<file path="src/rtl/flit_sender.sv">
// Router output stage: pops one flit from the input buffer, XY-routes it, and offers it on one outgoing link.
// Latency: a pop follows the edge that sees is_empty low; out_r rises two edges later. One flit per 3 cycles at best.
// Backpressure: holds out_r/data_o in SEND until the selected link's out_w is sampled high; other out_w bits are ignored.
module flit_sender #(
    parameter int DATA_SIZE = 4,
    parameter int ADDR_SIZE = 4,
    parameter int PORTS_NUM = 4,
    parameter int X_COORD   = 1,
    parameter int Y_COORD   = 1
) (
    input  logic                           clk,
    input  logic                           a_rst,
    input  logic                           is_empty,
    input  logic [DATA_SIZE+ADDR_SIZE:0]   data_i,
    output logic                           rd_req,
    input  logic [PORTS_NUM:0]             out_w,
    output logic [PORTS_NUM:0]             out_r,
    output logic [DATA_SIZE+ADDR_SIZE:0]   data_o
);

    localparam int HALF  = ADDR_SIZE / 2;
    localparam int SEL_W = $clog2(PORTS_NUM + 1);

    localparam logic [SEL_W-1:0] PORT_NORTH = SEL_W'(0);
    localparam logic [SEL_W-1:0] PORT_EAST  = SEL_W'(1);
    localparam logic [SEL_W-1:0] PORT_SOUTH = SEL_W'(2);
    localparam logic [SEL_W-1:0] PORT_WEST  = SEL_W'(3);
    localparam logic [SEL_W-1:0] PORT_LOCAL = SEL_W'(PORTS_NUM);

    localparam logic [HALF-1:0]  X_HERE   = HALF'(X_COORD);
    localparam logic [HALF-1:0]  Y_HERE   = HALF'(Y_COORD);
    localparam logic [PORTS_NUM:0] LINK_ONE = (PORTS_NUM+1)'(1);

    typedef struct packed {
        logic                 tail;
        logic [ADDR_SIZE-1:0] addr;
        logic [DATA_SIZE-1:0] data;
    } flit_t;

    typedef enum logic [1:0] {
        IDLE = 2'd0,
        READ = 2'd1,
        WAIT = 2'd2,
        SEND = 2'd3
    } state_t;

    state_t           state;
    flit_t            flit_q;
    flit_t            in_flit;
    logic [SEL_W-1:0] sel_q;
    logic [SEL_W-1:0] route_sel;

    // Dimension-ordered: resolve X fully before Y; equal in both means this node.
    function automatic logic [SEL_W-1:0] xy_route(input logic [ADDR_SIZE-1:0] addr);
        logic [HALF-1:0] xd;
        logic [HALF-1:0] yd;
        xd = addr[HALF-1:0];
        yd = addr[ADDR_SIZE-1:HALF];
        if (xd > X_HERE)
            return PORT_EAST;
        else if (xd < X_HERE)
            return PORT_WEST;
        else if (yd > Y_HERE)
            return PORT_SOUTH;
        else if (yd < Y_HERE)
            return PORT_NORTH;
        else
            return PORT_LOCAL;
    endfunction

    assign in_flit   = flit_t'(data_i);
    assign route_sel = xy_route(in_flit.addr);
    assign data_o    = flit_q;

    always_ff @(posedge clk) begin
        if (a_rst) begin
            state  <= IDLE;
            rd_req <= 1'b0;
            out_r  <= '0;
            flit_q <= '0;
            sel_q  <= '0;
        end else begin
            case (state)
                IDLE: begin
                    if (!is_empty) begin
                        state  <= READ;
                        rd_req <= 1'b1;
                    end
                end
                READ: begin
                    rd_req <= 1'b0;
                    state  <= WAIT;
                end
                WAIT: begin
                    flit_q <= in_flit;
                    sel_q  <= route_sel;
                    out_r  <= LINK_ONE << route_sel;
                    state  <= SEND;
                end
                SEND: begin
                    // flit_q is left untouched so data_o keeps the last flit after acceptance.
                    if (out_w[sel_q]) begin
                        out_r <= '0;
                        if (!is_empty) begin
                            state  <= READ;
                            rd_req <= 1'b1;
                        end else begin
                            state <= IDLE;
                        end
                    end
                end
                default: begin
                    state  <= IDLE;
                    rd_req <= 1'b0;
                    out_r  <= '0;
                end
            endcase
        end
    end

endmodule
</file>
<file path="config.mk">
export PLATFORM = sky130hd
export DESIGN_NAME = flit_sender
export DESIGN_NICKNAME = d
export VERILOG_FILES = /design/src/rtl/flit_sender.sv
export SDC_FILE = /design/constraint.sdc
export NUM_CORES = 1
export LEC_CHECK = 0
export CAP_MARGIN = 10
export CORE_MARGIN = 2
export CORE_UTILIZATION = 51
export CTS_BUF_LIST = sky130_fd_sc_hd__clkbuf_4
export DETAILED_ROUTE_END_ITERATION = 10
export GPL_TIMING_DRIVEN = 0
export PLACE_DENSITY_LB_ADDON = 0.3
export SLEW_MARGIN = 0
export SYNTH_ARGS = -nofsm -noshare
export SYNTH_HDL_FRONTEND = slang
export SYNTH_SLANG_ARGS = --single-unit
</file>
<file path="constraint.sdc">
create_clock -name clk -period 3.9 [get_ports clk]
set_input_delay 0.975 -clock clk [delete_from_list [all_inputs] [get_ports clk]]
set_output_delay 0.975 -clock clk [all_outputs]
set_load 0.01 [all_outputs]
</file>
==> impl_metrics.env, run 1 <==
export IMPL_status="finished clean"
export IMPL_rsz0062_at_grt="false"
export IMPL_max_stage_delay_ns=0.56
export IMPL_ff_latch_area_um2=400
export IMPL_synth_area_leaders="dfxtp_1 40%, mux2i_1 15%, ha_1 6.2%, nand2b_1 5.6%, nor2_1 4.8%"
export IMPL_critical_path_class="in -> reg"
export IMPL_synth_top_area_cell="dfxtp_1"
export IMPL_stdcell_area_mm2=0.00138
export IMPL_finalSetupViolCount=0
export IMPL_top_usage_layer="met2"
export IMPL_drc=0
export IMPL_finalNetCount=161
export IMPL_synthCells=103
export IMPL_synth_top_family_by_area="simple AND/OR/NAND/NOR gates"
export IMPL_skew_ns=0.00108
export IMPL_layout_cells_non_filler=164
export IMPL_fin_crit_sh=0.594
export IMPL_fin_setup_tns_ns=0
export IMPL_clk_pin_slew_worst_paths_ns=0.10
export IMPL_arrival_ns=2.49
export IMPL_crit_slowest_cell="clkdlybuf4s50_1"
export IMPL_yosys_area_share_simple=0.180
export IMPL_crit_buf_inv=3
export IMPL_placed_area_mm2=0.00135
export IMPL_multi_input_area_um2=563
export IMPL_ctsHoldBuffers=0
export IMPL_globalRouteMet1Util=0.245
export IMPL_syn_to_final_growth_pct=36.3
export IMPL_gp_congestion=0.792
export IMPL_clk_path_buf_depth=2
export IMPL_grt_util_met3=0.0401
export IMPL_mappedNetlistArea_mm2=0.00101
export IMPL_slew_headroom=0.660
export IMPL_start_util=0.525
export IMPL_p_per_area_mw_per_mm2=472
export IMPL_fin_crit_ns=2.32
export IMPL_drive_above_1_share=0.102
export IMPL_rows=16
export IMPL_required_ns=4.07
export IMPL_fillerInstances=160
export IMPL_root_buffer="clkbuf_4"
export IMPL_diodes=0
export IMPL_cts_made_buffers=3
export IMPL_max_freq_ghz=0.432
export IMPL_drtPass1Iterations=4
export IMPL_startpoint_type="primary input"
export IMPL_wire_per_inst_um=12.9
export IMPL_finalHoldViolCount=0
export IMPL_ys_types=30
export IMPL_ys_seq_area_frac=0.397
export IMPL_synth_top_area_share=0.397
export IMPL_routed_wl_mm=2.12
export IMPL_tritoncts="yes"
export IMPL_cts_setup_buffers=0
export IMPL_numPortBuffers=31
export IMPL_fp_dieW_um=48.5
export IMPL_grt_usage=0.203
export IMPL_synth_compound_area_share=0.167
export IMPL_placed_cells=161
export IMPL_cp_max_fo=10
export IMPL_htreeDepth=1
export IMPL_max_cap_viol_count=0
export IMPL_syn_nets=125
export IMPL_cts_resized=0
export IMPL_ys_ff_latch=20
export IMPL_syn_area_per_cell_um2=9.80
export IMPL_synthMuxAreaShare=0.149
export IMPL_viasPerCell=5.21
export IMPL_fp_dieH_um=48.5
export IMPL_dp_hpwl_mm=1.65
export IMPL_holdCritPathClass="reg -> reg"
export IMPL_grt_pass1_wl_mm=3.75
export IMPL_vias=855
export IMPL_grt_pass1_vias=850
export IMPL_slew_viol_final=0
export IMPL_crit_chain="clkdlybuf4s50_1 > buf_1 > clkbuf_1 > nor2_1"
export IMPL_leakage_uw=0.000506
export IMPL_worst_pin_slew_ns=0.507
export IMPL_gr_total_overflow=0
export IMPL_grt_max_degree=11
export IMPL_end_kind="flip-flop"
export IMPL_critPathTopFamily="buffers and inverters"
export IMPL_clk_latency_ns=0.29
export IMPL_synth_xor_area_frac=0
export IMPL_synth_fa_ha_area_frac=0.0620
export IMPL_io_pins=32
export IMPL_synth_warnings=0
export IMPL_die_area_mm2=0.00235
export IMPL_irDropWorstVdd_mv=0.359
export IMPL_ant_nets=0
export IMPL_clock_sinks=20
export IMPL_initialDrtViolationCount=18
export IMPL_antenna_found_initial=0
export IMPL_core_area_mm2=0.00192
export IMPL_fin_util=0.716
export IMPL_grt_use_met2=0.352
[cell families after synthesis]
family                   after synthesis
AO/OA/AOI/OAI                         17
adder cells (fa/ha/maj)                5
buffers and inverters                 12
flip-flops                            20
multiplexers                          15
AND/OR/NAND/NOR                       34
[worst reg2reg max path: stages, from the launching register on]
cell      delay, ns
dfxtp_1        0.43
ha_1           0.34
o311ai_4       0.20
or2_2          0.37
a221oi_2       0.24
[layout make-up]
| class | count | share of cell area |
|---|---|---|
| multi-input cells | 71 | 0.409 |
| clock buffers | 3 | 0.0164 |
| well taps | 27 | 0.0245 |
| repair buffers | 31 | 0.225 |
| inverters | 8 | 0.0218 |
| plain buffers | 4 | 0.0118 |
| flip-flops and latches | 20 | 0.291 |
[Yosys cell counts, drive strengths merged]
cell type / instances
dfxtp: 20
mux2i: 15
nor2: 13
nand2b: 9
inv: 8
ha: 5
nand2: 4
a21oi: 3
o21ai: 3
a211oi: 2
a221oi: 2
buf: 2
clkbuf: 2
o32ai: 2
or2: 2
nand3: 1
nand3b: 1
nand4bb: 1
nor3: 1
nor3b: 1
o211a: 1
o211ai: 1
o21a: 1
o221ai: 1
o311ai: 1
or4: 1
[layer usage]
metal  wire [um]  vias to the layer above
met5           0                        -
met4          29                        0
met3          99                        4
met2        1040                       23
met1         951                      397
li1            -                      431
[layout by cell type, fill, tap and decap left out, types with 2 or more instances in the layout]
master / instances
nand2_1: 4
clkdlybuf4s50_1: 31
nand2b_1: 9
a21oi_1: 3
mux2i_1: 15
clkbuf_1: 2
clkbuf_4: 3
dfxtp_1: 20
or2_2: 2
a221oi_2: 2
o32ai_1: 2
nor2_1: 13
inv_1: 8
ha_1: 5
[flip-flops by register name (all words and copies together), names as in the netlist]
register and count:
data_o 9, state 2, rd_req 1, sel_q 3, out_r 5
[report_power, final]
part	switching, uW	leakage, uW	total [uW]	internal [uW]
sequential	27.2	0.000163	268	241
combinational	135	0.000329	288	153
clock	57.9	0.0000138	93.8	36.0
[through the flow]
stage | hold WS (ns) | setup slack [ns] | total power (uW)
5_1_grt | 0.507 | 1.48 | 701
4_1_cts | 0.471 | 1.58 | 658
6_report | 0.467 | 1.58 | 650
2_1_floorplan | 0.485 | 1.92 | 463
3_3_place_gp | 0.454 | 1.33 | 551
3_5_place_dp | 0.455 | 1.27 | 561
[worst paths after layout]
| check | from | endpoint | slack [ns] | depth (start not counted) |
|---|---|---|---|---|
| setup / recovery | a_rst | data_o[6]$_SDFFE_PP0P_ | 1.58 | 4 |
| hold / removal | rd_req$_SDFFE_PP0P_ | rd_req$_SDFFE_PP0P_ | 0.47 | 2 |
| setup reg to reg | state[1]$_SDFFE_PP0P_ | state[0]$_SDFFE_PP0P_ | 2.24 | 4 |
| hold reg to reg | rd_req$_SDFFE_PP0P_ | rd_req$_SDFFE_PP0P_ | 0.47 | 2 |
(Power assumes the default switching activity.)
==> inputs of run 2 (changes only) <==
Settings changed: CORE_UTILIZATION 51 to 47.
Clock period 3.9 ns to 2.3 ns, I/O delays scaled along.
==> run 2 against run 1 <==
Compared with the run above:
- cell area is 0.27% higher
- core utilization is 2.7 points lower
- critical path type unchanged
- global-route usage is 1.1 points lower
- first-iteration DRC count is 44% lower
- register-to-register slack worse by 1.7 ns
- clock skew is 0.0056 ns higher
==> impl_metrics.env, run 2 (synthesis results as in run 1) <==
export IMPL_status="finished clean"
export IMPL_diodes=0
export IMPL_tritoncts="yes"
export IMPL_fp_dieW_um=50.4
export IMPL_multi_input_area_um2=563
export IMPL_fin_setup_tns_ns=0
export IMPL_grt_use_met2=0.346
export IMPL_critPathTopFamily="buffers and inverters"
export IMPL_drtPass1Iterations=4
export IMPL_layout_common_cells="31 x clkdlybuf4s50_1, 20 x dfxtp_1, 15 x mux2i_1, 13 x nor2_1, 9 x nand2b_1"
export IMPL_clk_pin_slew_worst_paths_ns=0.11
export IMPL_initialDrtViolationCount=10
export IMPL_crit_chain="clkdlybuf4s50_1 > buf_1 > clkbuf_1 > nor2_1"
export IMPL_htreeDepth=1
export IMPL_finalNetCount=161
export IMPL_grt_util_met3=0.0417
export IMPL_cp_max_fo=10
export IMPL_ant_nets=0
export IMPL_irDropWorstVdd_mv=0.500
export IMPL_startpoint_type="primary input"
export IMPL_ctsHoldBuffers=0
export IMPL_fp_dieH_um=50.4
export IMPL_dp_slack_ns=0.0528
export IMPL_max_freq_ghz=0.527
export IMPL_numPortBuffers=31
export IMPL_end_kind="flip-flop"
export IMPL_fin_crit_sh=0.825
export IMPL_clock_sinks=20
export IMPL_core_area_mm2=0.00200
export IMPL_required_ns=2.49
export IMPL_crit_slowest_cell="clkdlybuf4s50_1"
export IMPL_dp_hpwl_mm=1.69
export IMPL_clk_latency_ns=0.31
export IMPL_drc=0
export IMPL_worst_pin_slew_ns=0.517
export IMPL_antenna_found_initial=0
export IMPL_drive_above_1_share=0.101
export IMPL_fin_crit_ns=1.90
export IMPL_final_common_cell="clkdlybuf4s50_1"
export IMPL_max_stage_delay_ns=0.57
export IMPL_gp_congestion=0.752
export IMPL_die_area_mm2=0.00254
export IMPL_top_usage_layer="met2"
export IMPL_leakage_uw=0.000507
export IMPL_cts_made_buffers=3
export IMPL_finalSetupViolCount=0
export IMPL_cts_setup_buffers=0
export IMPL_holdCritPathClass="reg -> reg"
export IMPL_largest_register_ffs=9
export IMPL_grt_pass1_vias=887
export IMPL_slew_viol_final=0
export IMPL_ff_latch_area_um2=400
export IMPL_fillerInstances=164
export IMPL_globalRouteMet1Util=0.222
export IMPL_io_pins=32
export IMPL_grt_pass1_wl_mm=3.75
export IMPL_start_util=0.504
export IMPL_routed_wl_mm=2.26
export IMPL_syn_to_final_growth_pct=36.7
export IMPL_critical_path_class="in -> reg"
export IMPL_gr_total_overflow=0
export IMPL_p_per_area_mw_per_mm2=816
export IMPL_vias=866
export IMPL_grt_usage=0.192
export IMPL_wire_per_inst_um=13.7
export IMPL_viasPerCell=5.25
export IMPL_slew_headroom=0.654
export IMPL_grt_max_degree=12
export IMPL_cts_resized=0
export IMPL_fin_ws_ns=0.402
export IMPL_max_cap_viol_count=0
export IMPL_finalHoldViolCount=0
export IMPL_arrival_ns=2.09
export IMPL_rsz0062_at_grt="false"
export IMPL_skew_ns=0.00667
export IMPL_crit_buf_inv=3
export IMPL_rows=16
export IMPL_clk_path_buf_depth=2
export IMPL_root_buffer="clkbuf_4"
## run 2: changes by cell type in the layout (fill, tap and decap cells not counted), sizes merged
cell / delta
clkinv: +1
## run 2: layer usage
metal  vias up  share of wire  routed length, um
li1        429              -                  -
met1       412           0.43                980
met3         5          0.046                104
met2        20           0.50               1130
met4         0          0.017                 38
met5         -              0                  0
## run 2: path summary, 6_finish.rpt
check / from / to / slack, ns / cells past startpoint
hold / removal: out_r[3]$_SDFFE_PP0P_ / out_r[3]$_SDFFE_PP0P_ / 0.47 / 2
setup reg to reg: state[1]$_SDFFE_PP0P_ / state[0]$_SDFFE_PP0P_ / 0.58 / 4
setup / recovery: a_rst / sel_q[1]$_SDFFE_PP0P_ / 0.40 / 4
hold reg to reg: out_r[3]$_SDFFE_PP0P_ / out_r[3]$_SDFFE_PP0P_ / 0.47 / 2
## run 2: worst reg2reg max path, delay by kind of cell, from the launching register on
family,cells,cell delay [ns]
simple gates,1,0.38
fa+ha+maj,1,0.38
flops,1,0.45
compound gates,2,0.45
## run 2: power breakdown
group          internal (uW)  total (uW)  switching, uW
logic                    260         495            235
registers                408         457           48.4
clock network           63.5         174            110
total                    732        1130            394
## run 2: stage by stage
stage / util / total power (uW) / instance area [um^2] / cells / hold slack (ns)
2_1_floorplan: - / 785 / 1010 / 103 / 0.485
3_3_place_gp: 0.676 / 935 / 1350 / 161 / 0.448
3_5_place_dp: 0.676 / 957 / 1350 / 161 / 0.460
4_1_cts: 0.689 / 1130 / 1380 / 165 / 0.476
5_1_grt: 0.689 / 1200 / 1380 / 165 / 0.503
6_report: 0.689 / 1130 / 1380 / 165 / 0.473
## run 2: area by class of cell
cell class              count  share of cell area
flip-flops and latches     20               0.290
multi-input cells          71               0.408
inverters                   8              0.0218
well taps                  27              0.0245
clock buffers               3              0.0163
clock inverters             1             0.00272
plain buffers               4              0.0118
repair buffers             31               0.225
